===== src/rtl/maze_pkg.sv =====
// Shared maze-solver types: move codes, move width and the route reader FSM states.
package maze_pkg;

  localparam int DIR_W = 2;

  typedef enum logic [DIR_W-1:0] {
    UP    = 2'd0,
    RIGHT = 2'd1,
    DOWN  = 2'd2,
    LEFT  = 2'd3
  } move_t;

  typedef enum logic [1:0] {
    IDLE   = 2'd0,
    STREAM = 2'd1,
    DONE   = 2'd2
  } state_t;

endpackage


===== src/rtl/route_mem.sv =====
// Route storage: DEPTH x WIDTH array with one synchronous write port and one combinational read port.
import maze_pkg::*;

module route_mem #(
  parameter int DEPTH = 16,
  parameter int WIDTH = DIR_W,
  localparam int AW   = (DEPTH > 1) ? $clog2(DEPTH) : 1
) (
  input  logic             clk,
  input  logic             we,
  input  logic [AW-1:0]    waddr,
  input  logic [WIDTH-1:0] wdata,
  input  logic [AW-1:0]    raddr,
  output logic [WIDTH-1:0] rdata
);

  // Contents are never reset; the reader only streams entries written since the last clear.
  logic [WIDTH-1:0] mem [DEPTH];

  always_ff @(posedge clk) begin
    if (we) begin
      mem[waddr] <= wdata;
    end
  end

  assign rdata = mem[raddr];

endmodule


===== src/rtl/route_reader.sv =====
// Route stack for the maze solver: moves are pushed/popped while idle, then streamed oldest-first
// over a valid/ready handshake.
import maze_pkg::*;

module route_reader #(
  parameter int DEPTH = 16,
  localparam int AW   = (DEPTH > 1) ? $clog2(DEPTH) : 1,
  localparam int CW   = $clog2(DEPTH) + 1
) (
  input  logic             clk,
  input  logic             rst,
  input  logic             push,
  input  logic [DIR_W-1:0] pushDir,
  input  logic             pop,
  input  logic             start,
  input  logic             clear,
  output logic [DIR_W-1:0] moveOut,
  output logic             moveValid,
  input  logic             moveReady,
  output logic [CW-1:0]    count,
  output logic             empty,
  output logic             full,
  output logic             overflow,
  output logic             done
);

  state_t          state_reg, state_next;
  logic [CW-1:0]   count_reg, count_next;
  logic [AW-1:0]   rd_ptr_reg, rd_ptr_next;
  logic            overflow_reg, overflow_next;

  logic             mem_we;
  logic [AW-1:0]    mem_waddr;
  logic [DIR_W-1:0] mem_rdata;

  logic            is_empty;
  logic            is_full;
  logic            last_move;

  assign is_empty  = (count_reg == '0);
  assign is_full   = (count_reg == CW'(DEPTH));
  assign last_move = ({1'b0, rd_ptr_reg} == (count_reg - CW'(1)));

  route_mem #(
    .DEPTH(DEPTH),
    .WIDTH(DIR_W)
  ) u_mem (
    .clk  (clk),
    .we   (mem_we),
    .waddr(mem_waddr),
    .wdata(pushDir),
    .raddr(rd_ptr_reg),
    .rdata(mem_rdata)
  );

  always_ff @(posedge clk or negedge rst) begin
    if (!rst) begin
      state_reg    <= IDLE;
      count_reg    <= '0;
      rd_ptr_reg   <= '0;
      overflow_reg <= 1'b0;
    end else begin
      state_reg    <= state_next;
      count_reg    <= count_next;
      rd_ptr_reg   <= rd_ptr_next;
      overflow_reg <= overflow_next;
    end
  end

  always_comb begin
    state_next    = state_reg;
    count_next    = count_reg;
    rd_ptr_next   = rd_ptr_reg;
    overflow_next = overflow_reg;
    mem_we        = 1'b0;
    mem_waddr     = count_reg[AW-1:0];

    if (clear) begin
      state_next    = IDLE;
      count_next    = '0;
      rd_ptr_next   = '0;
      overflow_next = 1'b0;
    end else begin
      case (state_reg)
        IDLE: begin
          if (start) begin
            rd_ptr_next = '0;
            state_next  = is_empty ? DONE : STREAM;
          end else if (push && pop && !is_empty) begin
            // Simultaneous push/pop replaces the top entry in place.
            mem_we    = 1'b1;
            mem_waddr = count_reg[AW-1:0] - AW'(1);
          end else if (push) begin
            if (is_full) begin
              overflow_next = 1'b1;
            end else begin
              mem_we     = 1'b1;
              count_next = count_reg + CW'(1);
            end
          end else if (pop && !is_empty) begin
            count_next = count_reg - CW'(1);
          end
        end

        STREAM: begin
          if (moveReady) begin
            if (last_move) begin
              state_next = DONE;
            end else begin
              rd_ptr_next = rd_ptr_reg + AW'(1);
            end
          end
        end

        DONE: begin
          state_next = DONE;
        end

        default: begin
          state_next = IDLE;
        end
      endcase
    end
  end

  assign moveValid = (state_reg == STREAM);
  assign done      = (state_reg == DONE);
  assign count     = count_reg;
  assign empty     = is_empty;
  assign full      = is_full;
  assign overflow  = overflow_reg;
  // Storage is unreset, so gate the read data to keep moveOut at zero outside streaming.
  assign moveOut   = moveValid ? mem_rdata : '0;

endmodule

===== config.mk =====
export PLATFORM = sky130hd
export DESIGN_NAME = route_reader
export DESIGN_NICKNAME = d
export VERILOG_FILES = /design/src/rtl/maze_pkg.sv /design/src/rtl/route_mem.sv /design/src/rtl/route_reader.sv
export SDC_FILE = /design/constraint.sdc
export NUM_CORES = 1
export LEC_CHECK = 0
export BUFFER_PORTS_ARGS = -buffer_cell sky130_fd_sc_hd__buf_2
export CAP_MARGIN = 20
export CORE_ASPECT_RATIO = 1.5
export CORE_UTILIZATION = 56
export CTS_BUF_LIST = sky130_fd_sc_hd__clkbuf_4 sky130_fd_sc_hd__clkbuf_8
export DETAILED_ROUTE_END_ITERATION = 8
export GPL_TIMING_DRIVEN = 0
export PLACE_DENSITY = 0.78
export RECOVER_POWER = 25
export SLEW_MARGIN = 10
export SYNTH_ARGS = -nofsm -noshare
export SYNTH_HDL_FRONTEND = slang
export SYNTH_SLANG_ARGS = --single-unit
export TNS_END_PERCENT = 10

===== constraint.sdc =====
create_clock -name clk -period 2.65 [get_ports clk]
set_input_delay 0.265 -clock clk [delete_from_list [all_inputs] [get_ports clk]]
set_output_delay 0.265 -clock clk [all_outputs]
set_load 0.005 [all_outputs]

Yosys cells after proc, flatten, opt, wreduce, memory -nomap -nowiden
Memories as Yosys holds them, arrays and structs flattened. Index checks and enable logic that the tools add are counted.

Register bits after elaboration: 12. Bits in writable memories: 32. Input port bits: 9. Output and inout bits: 12. Word-level logic and storage cells: 72. Memories: 1.

Memory list: u_mem.mem (depth 16, bits a word 2, read ports 1, clocked after Yosys merged registers in 0, wr ports 1, RTL line route_mem.sv:18) `logic [WIDTH-1:0] mem [DEPTH];`.

$add $sub $neg: 4. Equal/unequal tests: 11. Multiplexer cells: 37. Reduce and logical (&&, ||, !) cells: 15.

Operator list (count): 5-bit 2-to-1 mux (7); 4-bit 2-to-1 mux (8); 1-bit 2-to-1 mux (14); 2-bit 2-to-1 mux (6); 5-bit AND reduction (2); 3-bit != test, second input constant (3); 4-bit one-hot mux with 2 select lines (1); 3-bit by 2-bit != test with 1-bit output, second input constant (2); 2-bit one-hot mux with 3 select lines (1); 2-bit nonzero test (3); 3-bit nonzero test (2); 5-bit by 1-bit adder with 5-bit output, second input constant (1); 4-bit by 5-bit equality test with 1-bit output (1); 5-bit equality test, second input constant (1); 5-bit logical NOT (1); 5-bit by 1-bit subtractor with 5-bit output, second input constant (1); 4-bit by 1-bit adder with 4-bit output, second input constant (1); 4-bit AND reduction (1); 4-bit by 1-bit subtractor with 4-bit output, second input constant (1); 1-bit logical AND (3); 3-bit AND reduction (1); 2-bit by 1-bit equality test with 1-bit output, second input constant (1); 2-bit equality test, second input constant (1); 2-bit logical NOT (1); other kinds (3) (3).

Logic depth before layout (Yosys ltp)
Gate-level depths: netlist (run 1).

Depth in word-level cells: 9. Depth in mapped cells: 9. Mapped depth without buffers: 7.

Hierarchy
From an unflattened synthesis (run 1), not the netlist that was laid out.

Cells, all modules: 197. Area, all modules: 2388.5 um2.

By module, submodules not included: route_mem (instances 1, cells each 76, area each 1340.0 um2, sequential area each 960.9 um2); route_reader (instances 1, cells each 121, area each 1048.5 um2, sequential area each 300.3 um2).

Least setup slack after synthesis (run 1)
Ideal clock, no wire load.

Kind: register to register. Start: reg count_reg[0], in the netlist count[0]. End: mem u_mem.mem[11][0] (netlist bit) (enable). Setup time: 0.309 ns. Data arrival time: 2.238 ns. Data required time: 2.341 ns. Setup slack: 0.103 ns. Stages on the path, launching flop included: 10. Path buffers: 2. Clock period less this slack: 2.547 ns. Cells stage by stage: dfrtp_1 buf_2 inv_1 ha_1 buf_2 or3b_4 nor3_1 or4b_4 or2_1 nor2_1.

Word-level cells in the longest chain between the ends: 9. Elaborated cells on any way between the ends: 17. Classes of those cells: add/sub: 1; eq/ne: 1; mux: 12; reduce/logical: 3.

RTL lines: start: declaration (RTL line route_reader.sv:28) `logic [CW-1:0] count_reg, count_next;`; start signal: assignment (RTL line route_reader.sv:64) `count_reg <= count_next;`; 5-bit equality test or 5-bit logical NOT (tied branches) (RTL line route_reader.sv:41, route_reader.sv:40); 1-bit 2-to-1 mux or 1-bit logical NOT (tied branches) (RTL line route_reader.sv:94, route_reader.sv:89); 1-bit 2-to-1 mux or 1-bit logical AND (tied branches) (RTL line route_reader.sv:93, route_reader.sv:89); 1-bit 2-to-1 mux (RTL line route_reader.sv:89) `end else if (push && pop && !is_empty) begin`; 1-bit 2-to-1 mux (RTL line route_reader.sv:86) `if (start) begin`; 1-bit 2-to-1 mux (RTL line route_reader.sv:84) `case (state_reg)`; 1-bit 2-to-1 mux (RTL line route_reader.sv:78) `if (clear) begin`; 1-bit 2-to-1 mux (RTL line route_mem.sv:21) `if (we) begin`; 1-bit 2-to-1 mux (implied by the code) (RTL line route_mem.sv:22) `mem[waddr] <= wdata;`; end: declaration (RTL line route_mem.sv:18).

Parallel ways exist; a longest one is shown, timed or not.

Worst setup path in the final report (run 1)
Start: reg count_reg[0], in the netlist count[0]. End: mem u_mem.mem[8][0] (netlist bit) (enable).

Same word-level chain as after synthesis.

==> key figures, run 1 <==
Status
  – Outcome: completed

Power and ir drop
  – Power Internal: 1.404 mW
  – VDD IR-drop max: 690.1 uV
  – Power share of the combinational group: 0.421
  – Register share of total power: 0.384
  – Switch share: 0.3517
  – Sw Pwr: 0.7617 mW
  – Lkg Pwr: 1.019 nW
  – Pwr Density: 791.7 nW/um^2
  – Clock network fraction of design power: 0.195

Die
  – I/O pin total: 21
  – Core box area: 4209 um^2
  – Starting Density: 0.5800
  – Die extent in x: 55.91 um
  – Core Rows: 29
  – Full die area: 4632 um^2
  – Die height: 82.86 um

Setup path
  – Reg2Reg Depth: 9
  – Kind of critical path: flip-flop to flip-flop
  – Crit path max-delay cell type: or4b_4
  – Worst reg2reg path startpoint: count[0]$_DFFE_PN0P_
  – Worst path top cell family by delay: simple AND/OR/NAND/NOR gates
  – Critical path, cell by cell: buf_4 -> inv_1 -> ha_1 -> buf_2 -> or3b_4 -> nor3_1 -> or4b_4 -> or2_1 -> nor2_1
  – CP endpoint kind: flip-flop
  – Critical Path RT: 2.64 ns
  – CP max FO: 10
  – Worst R2R End: u_mem.mem[8][0]$_DFFE_PP_
  – R2R Setup Slk: 0.05 ns
  – CP Buf/Inv Count: 3
  – Startpoint Class: flip-flop
  – Crit path DAT: 2.59 ns
  – CP peak stage delay: 0.52 ns

Synth
  – Area contributors post-synth: edfxtp_1 39%, dfrtp_1 12%, mux4_2 9.2%, nor2_1 3.8%, ha_1 3.6%
  – Syn avg cell area: 12.71 um^2
  – Synth Instances: 192
  – Yosys warning count: 0
  – Post-synth EDFFs: 32
  – Mapped cell area: 2441 um^2
  – Post-synth top cells: 32 x edfxtp_1, 25 x nor2_1, 13 x nand2_1
  – Sequential area share after synthesis: 0.5167
  – Post-synth ARST share: 0.2727
  – Fraction of post-synthesis cell area in the top cell type by area: 0.3936
  – Post-synth top area cell: edfxtp_1
  – Syn nets: 208
  – Count leader, synth: edfxtp_1
  – Register bit total from synthesis: 44
  – Ys flop type: edfxtp_1
  – Synth cell types: 46

Hold path
  – Cells on Worst Hold Path: 4
  – Worst hold path endpoint: overflow$_DFFE_PN0P_
  – Hold_sp: pop
  – HP Class: primary input to flip-flop

STA
  – Pins Over Slew Limit: 0
  – Worst Tran Pin Value: 0.7452 ns
  – Final Hold Vio Count: 0
  – Final Cycle Share: 0.9809
  – Setup WS post-layout: 0.05056 ns
  – Relative slew slack: 0.4962
  – Setup TNS: 0 ns
  – Fmax: 384.7 MHz
  – Clock Skews: 0.005316 ns
  – # setup viols final: 0
  – RSZ-0062 raised after global routing: true
  – Post-route minimum period: 2.599 ns

Route
  – Drt drc: 0
  – WL final: 4591 um
  – Post-DR vias/cell: 6.034
  – Antenna Nets Post-Route: 0
  – Initial DRT Pass Iterations: 4
  – Post-DR wirelength/cell: 17.13 um
  – Initial DRC count: 54
  – DR vias: 1,617

Placement
  – DP Worst Slack: -0.1362 ns
  – Post-DP Area: 2589 um^2
  – RePlAce Congestion: 0.8503
  – Hpwl dp: 3447 um
  – IO buf count: 18

Clock network
  – Clk sinks: 44
  – CTS Buf Count: 5
  – Clk Latency, worst-skew pair: 0.29 ns
  – Level count of the clock H-tree: 2
  – CTS root buffer: clkbuf_8
  – Clock transition at path regs: 0.08 ns
  – CTS tree: yes
  – Clk buf depth: 2

Layout
  – Largest register FFs: 32
  – Fill count: 333
  – Post-route cell area: 2735 um^2
  – Layout cells sized above 1: 0.2703
  – P&R area growth vs syn: 12.04%
  – Number of diodes: 0
  – # nets final: 237

GRT
  – Largest net degree at the start of global routing: 17
  – Vias in the first global route: 1,610
  – Initial antenna violation count: 0
  – GRT overflow: 0
  – All-Layer GR Usage: 0.2184
  – First-pass GRT wire length: 7845 um

Run
  – Max cap viols: 0
worst min-delay path, delay by kind of cell:
family,cells,cell delay (ns)
buffers and inverters,1,0.15
and+or+nand+nor,3,0.20
per-stage QoR:
step                power, mW  utilization  instances  hold WS, ns
floorplan               1.504            -        192     -0.03059
CTS                     2.142       0.6424        266       0.3521
global route            2.309       0.6498        268       0.3780
finish                  2.165       0.6498        268       0.3558
detailed placement      1.711       0.6150        256       0.1687
global placement        1.699       0.6150        256       0.1677
metal layers:
| metal | vias to the layer above | GRT usage | wire, um |
|---|---|---|---|
| li1 | 776 | - | - |
| met1 | 786 | 0.2629 | 1830 |
| met2 | 35 | 0.3855 | 2462 |
| met3 | 20 | 0.02804 | 105 |
| met4 | 0 | 0.09978 | 193 |
| met5 | - | 0 | 0 |
repair_timing:
item	in CTS	in global routing
endpoints found under the setup margin	28	26
hold endpoints to repair	12	0
cloned	0	0
resized for setup	3	4
buffers inserted	1	2
hold buffers	1	0
pin swaps	1	1
layout make-up:
cell class	instances	area (um^2)	area share
Clock inverter	2	16.27	0.005947
Sequential cell	44	1262	0.4616
Tap cell	46	57.56	0.02104
Multi-Input combinational cell	133	1116	0.4081
Buffer	9	63.81	0.02333
Inverter	6	22.52	0.008234
Clock buffer	6	76.32	0.02790
Timing Repair Buffer	22	120.1	0.04392
power by group through the flow:
stage,registers [mW],clock network (mW),logic [mW]
floorplan,0.843,0,0.660
global placement,0.850,0,0.849
detailed placement,0.852,0,0.858
CTS,0.833,0.430,0.880
global route,0.839,0.463,1.01
finish,0.831,0.422,0.912
kinds of logic (layout without fill, tap and decap cells):
family / Yosys count / in the layout / share of synthesized area
AND/OR/NAND/NOR: 77 / 77 / 0.1891
adder cells (fa/ha/maj): 7 / 7 / 0.03588
flip-flops: 44 / 44 / 0.5167
XOR/XNOR: 12 / 12 / 0.04305
multiplexers: 14 / 14 / 0.1097
AO/OA/AOI/OAI: 23 / 23 / 0.07330
buffers and inverters: 15 / 45 / 0.03229
how the worst max path moves through the flow:
stage | from | endpoint | slack, ns | cells after the start
after floorplan | count[0]$_DFFE_PN0P_ | u_mem.mem[11][0]$_DFFE_PP_ | 0.10 | 9
after global placement | count[0]$_DFFE_PN0P_ | u_mem.mem[8][0]$_DFFE_PP_ | -0.09 | 9
after detailed placement | count[0]$_DFFE_PN0P_ | u_mem.mem[1][1]$_DFFE_PP_ | -0.14 | 9
after CTS | rd_ptr_reg[0]$_DFFE_PN0P_ | moveOut[1] | 0.02 | 5
after global routing | count[0]$_DFFE_PN0P_ | u_mem.mem[1][0]$_DFFE_PP_ | -0.08 | 9
final | count[0]$_DFFE_PN0P_ | u_mem.mem[8][0]$_DFFE_PP_ | 0.05 | 9
cell usage in the layout (no fill, tap or decap), types with 3 or more instances in the layout:
master | synthesis | layout
buf_2 | 3 | 18
buf_4 | 1 | 4
mux4_2 | 10 | 10
o21ai_0 | 3 | 3
a31oi_1 | 3 | 3
nand2_1 | 13 | 13
clkbuf_1 | 3 | 4
nand3b_1 | 5 | 5
nor3_1 | 5 | 5
nor4_1 | 3 | 3
a21oi_1 | 4 | 4
nor2_1 | 25 | 24
buf_6 | 2 | 3
ha_1 | 7 | 7
edfxtp_1 | 32 | 32
xor2_1 | 6 | 5
inv_1 | 6 | 6
nand4_1 | 3 | 3
dfrtp_1 | 12 | 11
xnor2_1 | 6 | 6
nand2b_1 | 6 | 6
clkbuf_8 | 0 | 5
Note: power is estimated with default switching activity, not from simulation.
==> run 2, diff against run 1 <==
RECOVER_POWER = not set   (was 25)
==> key figures, run 2 (synthesis results as in run 1) <==
Status
  – Outcome: completed

Clock network
  – Clk sinks: 44
  – CTS tree: yes
  – CTS Buf Count: 5
  – Clock transition at path regs: 0.08 ns
  – Level count of the clock H-tree: 2
  – CTS root buffer: clkbuf_8
  – Clk Latency, worst-skew pair: 0.29 ns
  – Clk buf depth: 2

STA
  – Relative slew slack: 0.4962
  – Pins Over Slew Limit: 0
  – Final Hold Vio Count: 0
  – Clock Skews: 0.005316 ns
  – Final Cycle Share: 0.9809
  – Worst Tran Pin Value: 0.7452 ns
  – Fmax: 384.7 MHz
  – RSZ-0062 raised after global routing: true
  – Setup TNS: 0 ns
  – Post-route minimum period: 2.599 ns
  – # setup viols final: 0
  – Setup WS post-layout: 0.05056 ns

GRT
  – Vias in the first global route: 1,610
  – Met3 Usage GRT: 0.02804
  – Largest net degree at the start of global routing: 17
  – Gr busiest metal: met2
  – Initial antenna violation count: 0
  – First-pass GRT wire length: 7845 um
  – All-Layer GR Usage: 0.2184
  – Met1 usage: 0.2629
  – GRT overflow: 0
  – Met2 Track Usage GR: 0.3855

Setup path
  – Worst path top cell family by delay: simple AND/OR/NAND/NOR gates
  – Worst R2R End: u_mem.mem[8][0]$_DFFE_PP_
  – Crit path DAT: 2.59 ns
  – CP peak stage delay: 0.52 ns
  – Kind of critical path: flip-flop to flip-flop
  – Startpoint Class: flip-flop
  – Worst reg2reg path startpoint: count[0]$_DFFE_PN0P_
  – CP max FO: 10
  – R2R Setup Slk: 0.05 ns
  – Reg2Reg Depth: 9
  – Critical path, cell by cell: buf_4 -> inv_1 -> ha_1 -> buf_2 -> or3b_4 -> nor3_1 -> or4b_4 -> or2_1 -> nor2_1
  – Crit path max-delay cell type: or4b_4
  – Critical Path RT: 2.64 ns
  – CP endpoint kind: flip-flop
  – CP Buf/Inv Count: 3

Layout
  – P&R area growth vs syn: 12.15%
  – Most frequent cells in the layout: 32 x edfxtp_1, 24 x nor2_1, 20 x buf_2
  – Most common library cell in the layout ignoring fill and taps: edfxtp_1
  – Non-Filler Instances: 268
  – # nets final: 237
  – Number of diodes: 0
  – FF+latch area: 1262 um^2
  – Layout cells sized above 1: 0.2793
  – Fill count: 332
  – Area of the multi-input gates: 1116 um^2
  – Largest register FFs: 32

Hold path
  – HP Class: primary input to flip-flop
  – Cells on Worst Hold Path: 4
  – Hold_sp: pop
  – Worst hold path endpoint: overflow$_DFFE_PN0P_

Placement
  – Cells after DPL: 256
  – Hpwl dp: 3447 um
  – DP Worst Slack: -0.1362 ns
  – RePlAce Congestion: 0.8503
  – IO buf count: 18

Die
  – Die height: 82.86 um
  – Core box area: 4209 um^2
  – Full die area: 4632 um^2
  – Die extent in x: 55.91 um
  – I/O pin total: 21
  – Core Rows: 29
  – Starting Density: 0.5800

Power and ir drop
  – Lkg Pwr: 1.025 nW
  – Pwr Total: 2.166 mW
  – Pwr Density: 791.2 nW/um^2
  – VDD IR-drop max: 691.9 uV

Route
  – WL final: 4582 um
  – Antenna Nets Post-Route: 0
  – Initial DRC count: 54
  – Initial DRT Pass Iterations: 4
  – DR vias: 1,619
  – Post-DR wirelength/cell: 17.10 um
  – Post-DR vias/cell: 6.041
  – Drt drc: 0

Run
  – Max cap viols: 0
==> run 2: changes by cell type in the layout (fill, tap and decap cells not counted), sizes merged <==
cell    change
buf         +2
clkbuf      -2
==> run 2: area by class of cell <==
| type | instances | area share |
|---|---|---|
| clock buffers | 6 | 0.02788 |
| well taps | 46 | 0.02102 |
| flip-flops and latches | 44 | 0.4612 |
| plain buffers | 9 | 0.02331 |
| repair buffers | 22 | 0.04479 |
| multi-input cells | 133 | 0.4077 |
| inverters | 6 | 0.008227 |
| clock inverters | 2 | 0.005941 |
==> run 2: timing repair <==
action,CTS,global route
pin swaps,1,1
setup buffers,1,2
hold buffers,1,0
endpoints found under the hold margin,12,0
setup endpoints to repair,28,26
resized for setup,3,4
==> run 2: through the flow <==
stage	utilization	cell area (um^2)	hold slack, ns
6_report	0.6504	2738	0.3558
3_3_place_gp	0.6150	2589	0.1677
4_1_cts	0.6424	2704	0.3521
5_1_grt	0.6504	2738	0.3546
3_5_place_dp	0.6150	2589	0.1687
2_1_floorplan	-	2441	-0.03059
==> run 2: how the worst max path moves through the flow <==
stage               cells after the start  slack (ns)                       from                    endpoint
finish                                  9        0.05       count[0]$_DFFE_PN0P_   u_mem.mem[8][0]$_DFFE_PP_
global route                            9       -0.08       count[0]$_DFFE_PN0P_   u_mem.mem[1][0]$_DFFE_PP_
CTS                                     5        0.02  rd_ptr_reg[0]$_DFFE_PN0P_                  moveOut[1]
detailed placement                      9       -0.14       count[0]$_DFFE_PN0P_   u_mem.mem[1][1]$_DFFE_PP_
global placement                        9       -0.09       count[0]$_DFFE_PN0P_   u_mem.mem[8][0]$_DFFE_PP_
floorplan                               9        0.10       count[0]$_DFFE_PN0P_  u_mem.mem[11][0]$_DFFE_PP_
==> run 2: metal layers <==
metal | up-vias | part of all wire
met1 | 788 | 0.40
met2 | 35 | 0.54
met5 | - | 0
met3 | 20 | 0.022
met4 | 0 | 0.042
li1 | 776 | -
==> run 2: tightest hold or removal path: cells and delay by family <==
kind	cells	cell delay, ns
buffers and inverters	1	0.15
AND/OR/NAND/NOR	3	0.20
==> run 2: power breakdown <==
group | switching (mW) | total [mW] | internal [mW]
logic | 0.489 | 0.913 | 0.424
clock network | 0.224 | 0.422 | 0.198
registers | 0.0492 | 0.831 | 0.782
==> run 3, diff against run 2 <==
SETUP_SLACK_MARGIN = 0.1   (was not set)
==> key figures, run 3 (synthesis results as in run 1) <==
Route
  – DR vias: 1,612
  – Initial DRT Pass Iterations: 4
  – Post-DR wirelength/cell: 16.92 um
  – Post-DR vias/cell: 5.993
  – WL final: 4552 um
  – Initial DRC count: 73
  – Drt drc: 0
  – Antenna Nets Post-Route: 0

Hold path
  – HP Class: primary input to flip-flop

Clock network
  – CTS tree: yes
  – Clk Latency, worst-skew pair: 0.29 ns
  – CTS Buf Count: 5
  – Level count of the clock H-tree: 2
  – Clk sinks: 44
  – CTS root buffer: clkbuf_8
  – Clk buf depth: 2
  – Clock transition at path regs: 0.08 ns

Layout
  – # nets final: 238
  – Core Util, Final: 0.6626
  – Largest register FFs: 32
  – P&R area growth vs syn: 14.25%
  – Number of diodes: 0
  – Fill count: 318
  – Most frequent cells in the layout: 32 x edfxtp_1, 19 x buf_2, 15 x nor2_1
  – Most common library cell in the layout ignoring fill and taps: edfxtp_1
  – Layout cells sized above 1: 0.3408

Die
  – I/O pin total: 21
  – Full die area: 4632 um^2
  – Die height: 82.86 um
  – Core Rows: 29
  – Die extent in x: 55.91 um
  – Starting Density: 0.5800
  – Core box area: 4209 um^2

Placement
  – RePlAce Congestion: 0.8503
  – IO buf count: 18
  – Hpwl dp: 3447 um

STA
  – Clock Skews: 0.004782 ns
  – Final Cycle Share: 0.9566
  – Worst Tran Pin Value: 0.7033 ns
  – # setup viols final: 0
  – Pins Over Slew Limit: 0
  – Relative slew slack: 0.5245
  – Final Hold Vio Count: 0
  – Post-route minimum period: 2.535 ns
  – Fmax: 394.5 MHz
  – RSZ-0062 raised after global routing: true

Power and ir drop
  – Lkg Pwr: 1.029 nW
  – VDD IR-drop max: 694.4 uV
  – Pwr Total: 2.197 mW
  – Pwr Density: 787.7 nW/um^2

GRT
  – Largest net degree at the start of global routing: 17
  – Vias in the first global route: 1,619
  – Met2 Track Usage GR: 0.3855
  – All-Layer GR Usage: 0.2190
  – GRT overflow: 0
  – Met1 usage: 0.2651
  – Met3 Usage GRT: 0.02804
  – Gr busiest metal: met2
  – Initial antenna violation count: 0
  – First-pass GRT wire length: 7872 um

Setup path
  – Kind of critical path: flip-flop to primary output
  – Startpoint Class: flip-flop
  – CP endpoint kind: primary output
  – Crit path DAT: 2.27 ns
  – Critical Path RT: 2.38 ns
  – CP max FO: 10

Run
  – Max cap viols: 0

Status
  – Outcome: completed
run 3: cell types whose count changed in the layout (fill, tap and decap cells not counted), moves of 2 or more:
cell    change
nor2_4      +2
nor2_1      -9
buf_4       +2
nor2_2      +7
run 3: worst max-delay path: stages, from the launching register on:
cell	delay [ns]
dfrtp_2	0.43
buf_4	0.23
mux4_2	0.54
mux4_2	0.48
and2_1	0.17
buf_2	0.12
run 3: path summary, 6_finish.rpt:
| path | from | to | slack, ns | cells after the start |
|---|---|---|---|---|
| min | pop | overflow$_DFFE_PN0P_ | 0.35 | 4 |
| min reg2reg | overflow$_DFFE_PN0P_ | overflow$_DFFE_PN0P_ | 0.50 | 2 |
| max | rd_ptr_reg[0]$_DFFE_PN0P_ | moveOut[1] | 0.12 | 5 |
| max reg2reg | count[0]$_DFFE_PN0P_ | u_mem.mem[10][1]$_DFFE_PP_ | 0.13 | 9 |
| min in group asynchronous | rst | count[3]$_DFFE_PN0P_ | 0.38 | 2 |
| max in group asynchronous | rst | rd_ptr_reg[0]$_DFFE_PN0P_ | 2.02 | 2 |
run 3: power breakdown:
group	switching [mW]	internal, mW	leakage [nW]
sequential	0.0501	0.783	0.449
clock	0.224	0.198	0.0448
combinational	0.505	0.437	0.535
total	0.779	1.42	1.03
run 3: final cells by class:
type                       count  area [um^2]  area share
inverter                       6        22.52    0.008075
sequential                    44         1264      0.4531
timing repair buffer          23        130.1     0.04666
multi-input combinational    133         1156      0.4145
clock inverter                 2        16.27    0.005832
clock buffer                   6        76.32     0.02737
tap                           46        57.56     0.02064
buffer                         9        66.31     0.02378
run 3: stage by stage:
stage,instances,hold WS (ns),setup TNS [ns],setup slack (ns),area (um^2)
after floorplan,192,-0.03059,0,0.1026,2441
after global placement,256,0.1677,-0.8515,-0.08651,2589
final,269,0.3541,0,0.1150,2789
after global routing,269,0.3546,0,0.03082,2789
after CTS,269,0.3521,0,0.06290,2728
after detailed placement,256,0.1687,-1.369,-0.1362,2589
run 3: per-layer routing:
layer / wire length [um] / up-vias
li1: - / 774
met3: 114 / 16
met2: 2502 / 36
met5: 0 / -
met1: 1781 / 786
met4: 155 / 0
run 3: timing repair:
action / CTS / global route
endpoints found under the setup margin: 34 / 32
cloned: 0 / 0
buffers inserted: 4 / 0
pin swaps: 1 / 3
hold endpoints to repair: 12 / 0
hold buffers: 1 / 0
gates resized for setup: 4 / 20
